## src/rtl/rr_program_scheduler_pkg.sv

```systemverilog
// Shared definitions for the round-robin program scheduler.
//   rr_state_e         : scheduler FSM states
//   RR_DEFAULT_QUANTUM : instructions per slice after reset (also used by the control unit)
//   rr_idx_w()         : bit width of a slot index for a given slot count
package rr_program_scheduler_pkg;

    typedef enum logic [2:0] {
        ST_IDLE   = 3'd0,
        ST_SAVE   = 3'd1,
        ST_SELECT = 3'd2,
        ST_GRANT  = 3'd3,
        ST_RUN    = 3'd4,
        ST_DONE   = 3'd5
    } rr_state_e;

    localparam int RR_DEFAULT_QUANTUM = 100;

    // Never narrower than one bit, so a two-slot build still has an index.
    function automatic int rr_idx_w(input int n);
        return (n <= 2) ? 1 : $clog2(n);
    endfunction

endpackage

```

## src/rtl/rr_program_scheduler_arbiter.sv

```systemverilog
// rr_arbiter_pick: combinational rotate-priority picker.
// Returns the first set bit of mask_i scanning origin_i+1, origin_i+2, ...
// with wrap-around, ending at origin_i itself.
//   mask_i   : request / active flags, one per slot
//   origin_i : index of the last winner (lowest priority this round)
//   sel_o    : winning index (0 when nothing is found)
//   found_o  : at least one mask bit is set
import rr_program_scheduler_pkg::*;

module rr_arbiter_pick #(
    parameter int N   = 4,
    parameter int IDW = rr_idx_w(N)
) (
    input  logic [N-1:0]   mask_i,
    input  logic [IDW-1:0] origin_i,
    output logic [IDW-1:0] sel_o,
    output logic           found_o
);

    // Rotating scan; the first hit wins and later hits are masked by found_o.
    always_comb begin
        logic [IDW-1:0] idx_v;
        logic           hit_v;
        sel_o   = '0;
        found_o = 1'b0;
        idx_v   = '0;
        hit_v   = 1'b0;
        for (int i = 1; i <= N; i++) begin
            idx_v   = IDW'((int'(origin_i) + i) % N);
            hit_v   = !found_o && mask_i[idx_v];
            sel_o   = hit_v ? idx_v : sel_o;
            found_o = found_o | mask_i[idx_v];
        end
    end

endmodule

```

## src/rtl/rr_program_scheduler.sv

```systemverilog
// rr_program_scheduler: preemptive round-robin scheduler over NUM_PROG slots.
// Keeps a saved-PC table and an active mask, counts retired instructions
// against a programmable quantum, and hands the PC unit a restore PC via a
// req/ack handshake.
//   clock, reset   : system clock, asynchronous active-low reset
//   slot_load/slot_id/slot_pc : register a start PC and activate a slot
//   start          : begin scheduling from the lowest-index active slot
//   instr_retired  : one pulse per executed instruction
//   def_quantum/quantum_in    : program the quantum for following slices
//   end_program    : running program halted (slot leaves the rotation)
//   cur_pc         : live PC, saved when the running slot is preempted
//   switch_ack     : PC unit has taken new_pc
//   switch_req/new_pc/new_id  : registered switch request to the PC unit
//   running, all_done, active_mask, quantum_left : status
import rr_program_scheduler_pkg::*;

module rr_program_scheduler #(
    parameter int NUM_PROG        = 4,
    parameter int ADDR_W          = 32,
    parameter int QUANTUM_W       = 16,
    parameter int DEFAULT_QUANTUM = RR_DEFAULT_QUANTUM,
    localparam int IDW            = rr_idx_w(NUM_PROG)
) (
    input  logic                 clock,
    input  logic                 reset,
    input  logic                 slot_load,
    input  logic [IDW-1:0]       slot_id,
    input  logic [ADDR_W-1:0]    slot_pc,
    input  logic                 start,
    input  logic                 instr_retired,
    input  logic                 def_quantum,
    input  logic [QUANTUM_W-1:0] quantum_in,
    input  logic                 end_program,
    input  logic [ADDR_W-1:0]    cur_pc,
    input  logic                 switch_ack,
    output logic                 switch_req,
    output logic [ADDR_W-1:0]    new_pc,
    output logic [IDW-1:0]       new_id,
    output logic                 running,
    output logic                 all_done,
    output logic [NUM_PROG-1:0]  active_mask,
    output logic [QUANTUM_W-1:0] quantum_left
);

    rr_state_e             state_q;
    logic [IDW-1:0]        cur_q;
    logic [NUM_PROG-1:0]   mask_q;
    logic [NUM_PROG-1:0]   mask_d;
    logic [ADDR_W-1:0]     table_q [NUM_PROG];
    logic [QUANTUM_W-1:0]  quantum_q;
    logic [QUANTUM_W-1:0]  quantum_left_q;
    logic                  switch_req_q;
    logic [ADDR_W-1:0]     new_pc_q;
    logic [IDW-1:0]        new_id_q;
    logic                  running_q;
    logic                  all_done_q;

    logic                  load_ok_s;
    logic [NUM_PROG-1:0]   load_bit_s;
    logic [NUM_PROG-1:0]   clear_bit_s;
    logic [NUM_PROG-1:0]   mask_loaded_s;
    logic [IDW-1:0]        pick_sel_s;
    logic                  pick_found_s;

    // A load only takes effect on an in-range slot that is not already active,
    // so a running program's entry point can never be overwritten.
    assign load_ok_s     = slot_load && (int'(slot_id) < NUM_PROG) && !mask_q[slot_id];
    assign load_bit_s    = load_ok_s ? (NUM_PROG'(1) << slot_id) : '0;
    assign clear_bit_s   = (state_q == ST_RUN && end_program) ? (NUM_PROG'(1) << cur_q) : '0;
    assign mask_loaded_s = mask_q | load_bit_s;
    assign mask_d        = mask_loaded_s & ~clear_bit_s;

    rr_arbiter_pick #(
        .N   (NUM_PROG),
        .IDW (IDW)
    ) u_pick (
        .mask_i   (mask_q),
        .origin_i (cur_q),
        .sel_o    (pick_sel_s),
        .found_o  (pick_found_s)
    );

    // Scheduler FSM together with the PC table, mask, quantum and all registered outputs.
    always_ff @(posedge clock or negedge reset) begin
        if (!reset) begin
            state_q        <= ST_IDLE;
            cur_q          <= '0;
            mask_q         <= '0;
            quantum_q      <= QUANTUM_W'(DEFAULT_QUANTUM);
            quantum_left_q <= '0;
            switch_req_q   <= 1'b0;
            new_pc_q       <= '0;
            new_id_q       <= '0;
            running_q      <= 1'b0;
            all_done_q     <= 1'b0;
            for (int i = 0; i < NUM_PROG; i++) begin
                table_q[i] <= '0;
            end
        end else begin
            mask_q <= mask_d;
            if (def_quantum) begin
                quantum_q <= (quantum_in == '0) ? QUANTUM_W'(1) : quantum_in;
            end
            if (load_ok_s) begin
                table_q[slot_id] <= slot_pc;
            end

            case (state_q)
                ST_IDLE, ST_DONE: begin
                    if (start) begin
                        // Origin at the top slot makes the scan reach slot 0 first.
                        cur_q <= IDW'(NUM_PROG - 1);
                        if (mask_loaded_s != '0) begin
                            state_q    <= ST_SELECT;
                            all_done_q <= 1'b0;
                        end else begin
                            state_q    <= ST_DONE;
                            all_done_q <= 1'b1;
                        end
                    end
                end
                ST_SAVE: begin
                    // cur is active here, so this never collides with a slot load.
                    table_q[cur_q] <= cur_pc;
                    state_q        <= ST_SELECT;
                end
                ST_SELECT: begin
                    if (pick_found_s) begin
                        new_id_q     <= pick_sel_s;
                        new_pc_q     <= table_q[pick_sel_s];
                        switch_req_q <= 1'b1;
                        state_q      <= ST_GRANT;
                    end else begin
                        all_done_q   <= 1'b1;
                        state_q      <= ST_DONE;
                    end
                end
                ST_GRANT: begin
                    if (switch_ack) begin
                        switch_req_q   <= 1'b0;
                        quantum_left_q <= quantum_q;
                        cur_q          <= new_id_q;
                        running_q      <= 1'b1;
                        state_q        <= ST_RUN;
                    end
                end
                ST_RUN: begin
                    // A halt wins over a simultaneous expiry: nothing worth saving.
                    if (end_program) begin
                        running_q <= 1'b0;
                        state_q   <= ST_SELECT;
                    end else if (instr_retired) begin
                        quantum_left_q <= quantum_left_q - QUANTUM_W'(1);
                        if (quantum_left_q == QUANTUM_W'(1)) begin
                            running_q <= 1'b0;
                            state_q   <= ST_SAVE;
                        end
                    end
                end
                default: begin
                    state_q <= ST_IDLE;
                end
            endcase
        end
    end

    assign switch_req   = switch_req_q;
    assign new_pc       = new_pc_q;
    assign new_id       = new_id_q;
    assign running      = running_q;
    assign all_done     = all_done_q;
    assign active_mask  = mask_q;
    assign quantum_left = quantum_left_q;

endmodule
```

## config.mk

```make
export PLATFORM = sky130hd
export DESIGN_NAME = rr_program_scheduler
export DESIGN_NICKNAME = d
export VERILOG_FILES = /design/src/rtl/rr_program_scheduler_pkg.sv /design/src/rtl/rr_program_scheduler_arbiter.sv /design/src/rtl/rr_program_scheduler.sv
export SDC_FILE = /design/constraint.sdc
export NUM_CORES = 1
export LEC_CHECK = 0
export ABC_CLOCK_PERIOD_IN_PS = 6700
export CAP_MARGIN = 20
export CORE_UTILIZATION = 45
export DETAILED_ROUTE_END_ITERATION = 7
export GPL_ROUTABILITY_DRIVEN = 0
export GPL_TIMING_DRIVEN = 0
export PLACE_DENSITY = 0.71
export REMOVE_ABC_BUFFERS = 1
export SLEW_MARGIN = 30
export SYNTH_ARGS = -nofsm -noshare
export SYNTH_HDL_FRONTEND = slang
export SYNTH_HIERARCHICAL = 1
export SYNTH_SLANG_ARGS = --single-unit
```

## constraint.sdc

```tcl
create_clock -name clock -period 6.7 [get_ports clock]
set_input_delay 1.005 -clock clock [delete_from_list [all_inputs] [get_ports clock]]
set_output_delay 1.005 -clock clock [all_outputs]
set_load 0.01 [all_outputs]
```

==> results of run 1 <==
## cells in the final DEF, fill, tap and decap left out, types with 6 or more instances in the layout
cell and n:
clkdlybuf4s50_1 145, clkbuf_8 8, nand2_1 44, dfrtp_1 203, inv_1 7, mux2i_1 129
buf_16 7, buf_4 17, nor2_1 118, nand3_1 6, clkbuf_16 23, a21oi_1 113
nor3_1 6, o211ai_1 6, mux2_2 49, nor4_1 8, a31oi_1 10, mux4_2 32
o21ai_0 50, buf_2 8
## power groups by stage
stage                     registers (mW)  logic (mW)  clock network [mW]
after floorplan                     2.22        1.54                   0
after global placement              2.25        2.39                   0
after detailed placement            2.28        2.53                   0
after CTS                           2.26        2.55                1.29
after global routing                2.34        2.75                1.34
final                               2.26        2.52                1.26
## cells by family after synthesis
logic type	share of synthesized area, %
AO/OA/AOI/OAI	12.00
XOR/XNOR	0.08502
adder cells (fa/ha/maj)	0.2428
buffers and inverters	2.866
flip-flops	50.07
multiplexers	24.88
AND/OR/NAND/NOR	9.860
## worst reg2reg max path, cell delays in order (launching register included)
cell and delay (ns):
dfrtp_1 0.58, nand2b_1 0.18, a21oi_2 0.07, o221ai_4 0.34, buf_16 0.22, buf_16 0.18
buf_8 0.18, mux4_2 0.53, mux2_2 0.27
## routing by layer
metal  up-vias  share of wire, %  GRT usage (%)
li1       3693                 -              -
met1      3785                44          30.95
met2       203                48          37.36
met3        39               6.4          5.585
met4         2               1.7          4.858
met5         -             0.045              0
## worst max path at each step
stage,cells after the start,end,startpoint
2_1_floorplan,3,table_q[100],slot_id[1]
3_3_place_gp,1,new_pc[5],reset
3_5_place_dp,9,table_q[84],slot_id[0]
4_1_cts,9,table_q[84],slot_id[0]
5_1_grt,9,table_q[84],slot_id[0]
6_report,9,table_q[84],slot_id[0]
## state kept, by name (all words and copies together), names as in the netlist
register      flops
state_q           3
cur_q             2
quantum_q        16
active_mask       4
running           1
table_q         128
switch_req        1
quantum_left     16
all_done          1
new_pc           32
new_id            2
## per-stage QoR
stage          power, mW  hold WS (ns)  instance area [sq um]  cells  utilization, %
2_1_floorplan      3.756        0.4752                  10030    864               -
3_3_place_gp       4.634        0.4893                  11850   1290           53.46
3_5_place_dp       4.809        0.4942                  12440   1331           56.12
4_1_cts            6.099        0.4486                  13200   1370           59.55
5_1_grt            6.425        0.4641                  13200   1371           59.56
6_report           6.049        0.4331                  13200   1372           59.57
## cell type report
| cell class | instances | area share, % |
|---|---|---|
| multi-input cells | 651 | 37.46 |
| flip-flops and latches | 206 | 39.08 |
| inverters | 7 | 0.1990 |
| well taps | 280 | 2.654 |
| diodes | 2 | 0.03791 |
| repair buffers | 187 | 14.82 |
| clock inverters | 3 | 0.4170 |
| clock buffers | 36 | 5.336 |
==> results.txt, run 1 <==
----------------------------------------------------
[GRT]
  Global-route wire length before repair ... 42430 um
  Antenna violations before repair ... 3
  Number of global-route vias before repair ... 7761
  Largest net degree at the start of global routing ... 81
  Total GRT Usage ... 22.89%
  Total grt overflow ... 0

[Yosys]
  Number of enable-type register cells in the synthesized netlist ... 0
  Post-synthesis cell count ... 931
  Cell accounting for the most synthesized area ... dfrtp_1
  Number of distinct library cell variants in the gate-level netlist after synthesis ... 57
  Synth top area cells ... dfrtp_1, mux2i_1, mux4_2
  Most common cell in the synthesized netlist ... dfrtp_1
  Yosys Warn Count ... 6
  Share of synthesized registers carrying an async set or reset ... 100.0%
  Seq cells post-synth ... 206
  Synth cell count leaders ... dfrtp_1, mux2i_1, nor2_1, a21oi_1, o21ai_0
  Mean Syn Cell Area ... 11.07 sq um
  Most instantiated flip-flop cell in the synthesis netlist ... dfrtp_1
  Share of synthesized area occupied by flip-flops and latches ... 50.07%
  Post-synthesis instance area ... 10300 sq um
  Share of the synthesized area in the top cell type ... 49.30%

[Clock network]
  Clk buf depth ... 3
  CTS clk-pin slew, worst paths ... 0.06 ns
  Clock buffers created by TritonCTS ... 23
  Clock insertion delay at the later pin of the skew report ... 0.53 ns
  CTS tree ... yes
  CTS hold repair buffers ... 0
  H-tree lvl count ... 1
  Number of clock sinks ... 206
  Post-CTS resize count ... 0
  Root buf cell ... clkbuf_16
  Buffer count from post-CTS setup fixing ... 0

[Floorplanning]
  Initial standard-cell utilization of the core ... 46.49%
  DIE HEIGHT ... 153.3 um
  Count of boundary I/O pins ... 147
  Floorplan Core Area ... 22160 sq um
  Die Wd ... 153.3 um
  Count of standard-cell rows ... 54
  Die area ... 23510 sq um

[Drt]
  Number of DRC violations after detailed routing ... 0
  Post-route ant nets ... 0
  Total length of routed wires ... 26510 um
  Number of iterations in the first detailed-routing pass ... 4
  Via count ... 7722
  Detail-routed net length per standard cell ... 19.32 um
  DR iter-0 viols ... 428
  Via-per-instance ratio ... 5.628

[Power and ir drop]
  Clock share of power ... 20.9%
  Sequential power share ... 37.4%
  Net Sw Power ... 2.015 mW
  Worst-case vdd ir drop ... 281.7 uV
  LEAKAGE ... 5.387 nW
  Internal power component ... 4.034 mW
  Share of power burned in combinational logic ... 41.7%
  Power per standard cell area ... 458.2 nW/um^2
  Net switching fraction of the power ... 33.32%

[Timing]
  Clock Skews ... 0.02286 ns
  Setup TNS ... 0 ns
  Final period demand of the worst path ... 2.790 ns
  Count of final setup violators ... 0
  Tightest slew margin relative to the limit ... 42.04%
  Crit share post-route ... 41.64%
  Count of pins over their slew limit ... 0
  Least-Margin Pin Slew ... 0.8694 ns
  Setup ws final ... 3.910 ns
  Top achievable clock speed ... 358.5 MHz
  Number of hold violations in the final report ... 0
  RSZ-0062 raised after global routing ... no

[Setup path]
  Reg2reg path depth ... 8
  Worst path bufs/invs ... 5
  Critical path's slowest cell ... clkdlybuf4s50_1
  Critical path class ... input port to flop
  Top fanout value on the critical path ... 6
  Cells traversed along the worst timing path ... clkdlybuf4s50_1 -> nand2_1 -> nor3_2 -> buf_4 -> buf_4 -> buf_4 -> buf_4 -> mux2i_1 -> a21oi_1
  Most frequent cell on the critical path ... buf_4
  Worst r2r src ... cur_q[1]
  Launching element type of the critical path ... input port
  Required time reported for the critical path endpoint ... 7.10 ns
  Internal reg-to-reg setup slack ... 4.04 ns
  Crit end category ... flop
  Crit Reg-Reg Endpoint ... new_pc[30]
  Slowest cell delay on critical path ... 0.65 ns
  Top cell family by delay on the critical path ... buffers and inverters
  Data arrival time of the critical path ... 3.19 ns

[Worst hold path]
  Class of the tightest hold or removal check ... input port to async pin

[Run]
  Max Cap Violations ... 0

[Layout]
  Synth-to-layout area growth ... 28.12%
  Sequential cell area ... 5159 sq um
  Fill cells ... 1851
  Combined area of the multi-input logic cells ... 4945 sq um
  Share of layout cells above drive strength 1 ... 16.61%
  Net count, final ... 1168

[Outcome]
  Run status ... complete, no violations

[Placed design]
  Post-DP HPWL ... 17860 um
  Setup Slack @ Placement ... 3.374 ns
  Port Buffer Count ... 146

----------------------------------------------------
No activity file was read; power rests on OpenSTA's default activity.
==> run 2: changes to the inputs <==
--- a/config.mk
+++ b/config.mk
@@ -5,13 +5,13 @@
 export SDC_FILE = /design/constraint.sdc
 export NUM_CORES = 1
 export LEC_CHECK = 0
-export ABC_CLOCK_PERIOD_IN_PS = 6700
+export ABC_CLOCK_PERIOD_IN_PS = 2400
 export CAP_MARGIN = 20
 export CORE_UTILIZATION = 45
 export DETAILED_ROUTE_END_ITERATION = 7
 export GPL_ROUTABILITY_DRIVEN = 0
 export GPL_TIMING_DRIVEN = 0
-export PLACE_DENSITY = 0.71
+export PLACE_DENSITY = 0.74
 export REMOVE_ABC_BUFFERS = 1
 export SLEW_MARGIN = 30
 export SYNTH_ARGS = -nofsm -noshare
==> constraint.sdc (replaced) <==
create_clock -name clock -period 2.4 [get_ports clock]
set_input_delay 0.36 -clock clock [delete_from_list [all_inputs] [get_ports clock]]
set_output_delay 0.36 -clock clock [all_outputs]
set_load 0.01 [all_outputs]
==> results.txt, run 2 (same netlist as run 1, synthesis figures left out) <==
----------------------------------------------------
[Outcome]
  Run status ... complete, no violations

[Layout]
  Net count, final ... 1169 (+0.086%)
  Final design utilization ... 59.50% (-0.073 points)
  Register ranked first by flip-flop count ... table_q
  Flip-flop count of the largest register, all copies and words added ... 128 (unchanged)
  Most common cell after layout, fill and taps aside ... dfrtp_1
  Post-route standard cell area excluding fillers ... 13190 sq um (-0.12%)
  Share of layout cells above drive strength 1 ... 16.83% (+0.23 points)
  Fill cells ... 1835 (-0.86%)
  Commonest cells after routing, fill and taps aside ... dfrtp_1, clkdlybuf4s50_1, mux2i_1
  Synth-to-layout area growth ... 27.97%

[GRT]
  Antenna violations before repair ... 1 (-2)
  Global-route wire length before repair ... 42930 um (+1.2%)
  Total grt overflow ... 0 (unchanged)
  Total GRT Usage ... 22.97% (+0.086 points)
  Largest net degree at the start of global routing ... 87 (+7.4%)
  Number of global-route vias before repair ... 7826 (+0.84%)

[Setup path]
  Crit end category ... flop
  Slowest cell delay on critical path ... 0.51 ns (-0.14 ns)
  Cells traversed along the worst timing path ... and2b_1 -> a21oi_2 -> o221ai_4 -> buf_6 -> buf_16 -> mux4_2 -> mux2_2
  Top fanout value on the critical path ... 10 (+4)
  Worst r2r src ... active_mask[2]
  Launching element type of the critical path ... flop
  Critical path class ... flop to flop
  Crit. Startpoint ... active_mask[2]
  Data arrival time of the critical path ... 2.71 ns (-0.48 ns)
  Worst path bufs/invs ... 2 (-3)
  Required time reported for the critical path endpoint ... 2.79 ns (-4.31 ns)
  Top cell family by delay on the critical path ... multiplexers
  Critical path's slowest cell ... mux4_2

[Timing]
  Count of final setup violators ... 0 (unchanged)
  Top achievable clock speed ... 432.6 MHz
  Crit share post-route ... 96.32%
  Number of hold violations in the final report ... 0 (unchanged)
  Least-Margin Pin Slew ... 0.9238 ns (+0.05441 ns)
  Tightest slew margin relative to the limit ... 37.85% (-4.2 points)
  Clock Skews ... 0.01595 ns (-0.006909 ns)
  Setup TNS ... 0 ns (unchanged)
  Final period demand of the worst path ... 2.312 ns
  Count of pins over their slew limit ... 0 (unchanged)
  RSZ-0062 raised after global routing ... no
  Setup ws final ... 0.08827 ns (-3.822 ns)

[Clock network]
  Clock insertion delay at the later pin of the skew report ... 0.51 ns (-0.02 ns)
  Clock buffers created by TritonCTS ... 23 (unchanged)
  Number of clock sinks ... 206 (unchanged)
  H-tree lvl count ... 1 (unchanged)
  Clk buf depth ... 3 (unchanged)
  Root buf cell ... clkbuf_16
  CTS tree ... yes
  CTS clk-pin slew, worst paths ... 0.06 ns (about the same)

[Floorplanning]
  Die Wd ... 153.3 um (unchanged)
  Initial standard-cell utilization of the core ... 46.49% (unchanged)
  Die area ... 23510 sq um (unchanged)
  Floorplan Core Area ... 22160 sq um (unchanged)
  Count of standard-cell rows ... 54 (unchanged)
  DIE HEIGHT ... 153.3 um (unchanged)
  Count of boundary I/O pins ... 147 (unchanged)

[Placed design]
  Setup Slack @ Placement ... -0.3935 ns (-3.767 ns)
  Placement-stage cell area ... 12440 sq um (about the same)
  Port Buffer Count ... 146 (unchanged)
  Post-DP HPWL ... 17860 um (about the same)

[Power and ir drop]
  Power per standard cell area ... 1273 nW/um^2 (+180%)
  LEAKAGE ... 5.371 nW (-0.29%)
  Power consumption ... 16.78 mW (+180%)
  Worst-case vdd ir drop ... 671.5 uV (+140%)

[Run]
  Max Cap Violations ... 0 (unchanged)

[Drt]
  Post-route ant nets ... 0 (unchanged)
  Total length of routed wires ... 26510 um (about the same)
  Via-per-instance ratio ... 5.705 (+1.4%)
  Number of DRC violations after detailed routing ... 0 (unchanged)
  DR iter-0 viols ... 515 (+20%)
  Number of iterations in the first detailed-routing pass ... 5 (+1)
  Via count ... 7839 (+1.5%)
  Detail-routed net length per standard cell ... 19.30 um (-0.14%)

[Worst hold path]
  Class of the tightest hold or removal check ... input port to async pin

----------------------------------------------------
-- run 2: cell count changes in the layout (fill, tap and decap cells not counted), sizes merged --
| cell | before | now |
|---|---|---|
| dlygate4sd3 | 0 | 1 |
| diode | 2 | 1 |
| clkinvlp | 0 | 1 |
| clkinv | 1 | 5 |
| clkbuf | 36 | 33 |
-- run 2: layer usage --
layer / vias to the layer above / routed length [um] / track usage, %
li1: 3681 / - / -
met1: 3874 / 11550 / 31.15
met2: 240 / 12620 / 37.70
met3: 44 / 1858 / 5.387
met4: 0 / 480 / 4.570
met5: - / 0 / 0
-- run 2: final cells by class --
type	instances	area (sq um)	area share [%]
antenna	1	2.502	0.01898
clock buffer	33	633.1	4.802
clock inverter	8	71.32	0.5409
inverter	7	26.28	0.1993
multi-input combinational	651	4965	37.65
sequential	206	5162	39.15
tap	280	350.3	2.657
timing repair buffer	188	1974	14.97
-- run 2: path summary, 6_finish.rpt --
| check | endpoint | slack [ns] | cells past startpoint |
|---|---|---|---|
| max | new_pc[3] | 0.09 | 7 |
| min | table_q[24] | 0.39 | 2 |
| max reg2reg | new_pc[3] | 0.09 | 7 |
| min reg2reg | switch_req | 0.51 | 1 |
| max in group asynchronous | table_q[25] | 1.23 | 3 |
| min in group clock | table_q[30] | 0.50 | 3 |
-- run 2: through the flow --
stage | hold slack, ns | std cells
floorplan | 0.06441 | 864
global placement | 0.4847 | 1290
detailed placement | 0.3254 | 1330
CTS | 0.3892 | 1374
global route | 0.4260 | 1374
finish | 0.3914 | 1374
-- run 2: timing repair --
item / CTS / global route
gates resized for setup: 2 / 6
pin swaps: 2 / 0
hold buffers: 1 / 0
setup buffers: 2 / 0
setup endpoints to repair: 128 / 51
endpoints found under the hold margin: 52 / 0
-- run 2: power breakdown --
| part | switching [mW] | leakage [nW] | internal [mW] | total, mW |
|---|---|---|---|---|
| registers | 1.20 | 2.41 | 5.12 | 6.32 |
| logic | 3.05 | 2.61 | 4.07 | 7.12 |
| clock network | 1.39 | 0.346 | 1.94 | 3.34 |
| total | 5.65 | 5.37 | 11.1 | 16.8 |
==> run 3: changes to the inputs <==
--- a/config.mk
+++ b/config.mk
@@ -10,7 +10,6 @@
 export CORE_UTILIZATION = 45
 export DETAILED_ROUTE_END_ITERATION = 7
 export GPL_ROUTABILITY_DRIVEN = 0
-export GPL_TIMING_DRIVEN = 0
 export PLACE_DENSITY = 0.74
 export REMOVE_ABC_BUFFERS = 1
 export SLEW_MARGIN = 30
==> results.txt, run 3 (same netlist as run 1, synthesis figures left out) <==
----------------------------------------------------
[Outcome]
  Run status ... complete, no violations

[Power and ir drop]
  Worst-case vdd ir drop ... 817.3 uV (+22%)
  Power consumption ... 17.53 mW (+4.5%)
  Power per standard cell area ... 1317 nW/um^2 (+3.5%)
  LEAKAGE ... 5.390 nW (+0.34%)

[Timing]
  Least-Margin Pin Slew ... 0.6265 ns (-0.2973 ns)
  RSZ-0062 raised after global routing ... no
  Crit share post-route ... 93.68% (-2.6 points)
  Final period demand of the worst path ... 2.248 ns (-0.06332 ns)
  Number of hold violations in the final report ... 0 (unchanged)
  Top achievable clock speed ... 444.8 MHz (+2.8%)
  Clock Skews ... 0.01760 ns (+0.001647 ns)
  Count of final setup violators ... 0 (unchanged)
  Setup ws final ... 0.1516 ns (+0.06332 ns)
  Setup TNS ... 0 ns (unchanged)
  Tightest slew margin relative to the limit ... 58.10% (+20 points)
  Count of pins over their slew limit ... 0 (unchanged)

[Clock network]
  Buffer count from post-CTS setup fixing ... 0 (-2)
  CTS tree ... yes
  Clock buffers created by TritonCTS ... 24 (+4.3%)
  Number of clock sinks ... 206 (unchanged)
  Clk buf depth ... 3 (unchanged)
  Clock insertion delay at the later pin of the skew report ... 0.53 ns (+0.02 ns)
  Post-CTS resize count ... 0 (-2)
  Root buf cell ... clkbuf_16
  H-tree lvl count ... 1 (unchanged)
  CTS hold repair buffers ... 1 (unchanged)
  CTS clk-pin slew, worst paths ... 0.06 ns (about the same)

[Drt]
  Met1 Routed Length ... 12070 um (+4.5%)
  Via count ... 8019 (+2.3%)
  DR iter-0 viols ... 486 (-5.6%)
  Met3 WL ... 1699 um (-8.6%)
  Post-route ant nets ... 0 (unchanged)
  Number of iterations in the first detailed-routing pass ... 5 (unchanged)
  Via-per-instance ratio ... 5.819 (+2.0%)
  Uppermost layer routed ... met4
  Total length of routed wires ... 27450 um (+3.5%)
  Wire length on met2 ... 13130 um (+4.0%)
  Number of DRC violations after detailed routing ... 0 (unchanged)
  Detail-routed net length per standard cell ... 19.92 um (+3.2%)

[Setup path]
  Top cell family by delay on the critical path ... multiplexers
  Slowest cell delay on critical path ... 0.55 ns (+0.04 ns)
  Crit end category ... flop
  Top fanout value on the critical path ... 12 (+2)
  Critical path's slowest cell ... mux4_2
  Launching element type of the critical path ... flop
  Data arrival time of the critical path ... 2.64 ns (-0.07 ns)
  Required time reported for the critical path endpoint ... 2.80 ns (about the same)
  Critical path class ... flop to flop
  Worst path bufs/invs ... 1 (-1)
  Cells traversed along the worst timing path ... nand2b_1 -> a21oi_2 -> o221ai_4 -> buf_4 -> mux4_2 -> mux2_2

[Floorplanning]
  Die Wd ... 153.3 um (unchanged)
  Count of standard-cell rows ... 54 (unchanged)
  Die area ... 23510 sq um (unchanged)
  Floorplan Core Area ... 22160 sq um (unchanged)
  DIE HEIGHT ... 153.3 um (unchanged)
  Count of boundary I/O pins ... 147 (unchanged)
  Initial standard-cell utilization of the core ... 46.49% (unchanged)

[GRT]
  Total GRT Usage ... 23.72% (+0.75 points)
  Number of global-route vias before repair ... 8227 (+5.1%)
  Global-route wire length before repair ... 44480 um (+3.6%)
  Largest net degree at the start of global routing ... 66 (-24%)
  Antenna violations before repair ... 2 (+1)
  Total grt overflow ... 0 (unchanged)

[Placed design]
  Placement-stage cell area ... 12400 sq um (-0.31%)
  Setup Slack @ Placement ... 0.1736 ns (+0.5671 ns)
  Post-DP HPWL ... 17270 um (-3.3%)
  Port Buffer Count ... 146 (unchanged)

[Layout]
  Share of layout cells above drive strength 1 ... 17.06% (+0.23 points)
  Most common cell after layout, fill and taps aside ... dfrtp_1
  Fill cells ... 1811 (-1.3%)
  Flip-flop count of the largest register, all copies and words added ... 128 (unchanged)
  Post-route standard cell area excluding fillers ... 13320 sq um (+0.99%)
  Synth-to-layout area growth ... 29.23%
  Net count, final ... 1170 (+0.086%)
  Register ranked first by flip-flop count ... table_q
  Commonest cells after routing, fill and taps aside ... dfrtp_1, clkdlybuf4s50_1, mux2i_1

[Worst hold path]
  Class of the tightest hold or removal check ... input port to async pin

[Run]
  Max Cap Violations ... 0 (unchanged)

----------------------------------------------------
==> run 3: cell types whose count changed in the layout (fill, tap and decap cells not counted), sizes merged <==
cell / before / now
buf: 42 / 41
bufinv: 1 / 7
diode: 1 / 2
clkbuf: 33 / 28
clkinv: 5 / 9
inv: 8 / 7
==> run 3: cell type report <==
class | instances | area, sq um | area share [%]
clock buffers | 27 | 621.8 | 4.670
repair buffers | 188 | 1958 | 14.71
well taps | 280 | 350.3 | 2.631
clock inverters | 17 | 281.5 | 2.114
flip-flops and latches | 206 | 5159 | 38.74
diodes | 2 | 5.005 | 0.03759
inverters | 7 | 26.28 | 0.1973
multi-input cells | 651 | 4913 | 36.90
==> run 3: final timing paths <==
check / from / to / slack [ns] / cells after the start
hold reg to reg: quantum_q[4] / quantum_q[4] / 0.50 / 1
setup / recovery: cur_q[1] / new_pc[10] / 0.15 / 6
hold / removal: reset / table_q[24] / 0.42 / 2
min in group clock: cur_pc[30] / table_q[30] / 0.48 / 3
setup reg to reg: cur_q[1] / new_pc[10] / 0.15 / 6
max in group asynchronous: reset / quantum_q[2] / 1.15 / 3
==> run 3: metal layers <==
| metal | global-route usage [%] | vias up |
|---|---|---|
| li1 | - | 3714 |
| met1 | 32.50 | 4000 |
| met2 | 39.23 | 262 |
| met3 | 4.111 | 43 |
| met4 | 5.676 | 0 |
| met5 | 0 | - |
==> run 3: where the power goes <==
part           switching, mW  total [mW]  internal [mW]
sequential              1.17        6.29           5.12
clock                   1.51        4.14           2.63
combinational           3.08        7.11           4.02
total                   5.77        17.5           11.8
==> run 3: per-stage QoR <==
step / hold WS, ns / util [%] / cells
after floorplan: 0.06441 / - / 864
after global placement: 0.3980 / 55.94 / 1331
after detailed placement: 0.3979 / 55.94 / 1331
after CTS: 0.4427 / 60.06 / 1376
after global routing: 0.4952 / 60.08 / 1378
final: 0.4237 / 60.08 / 1378
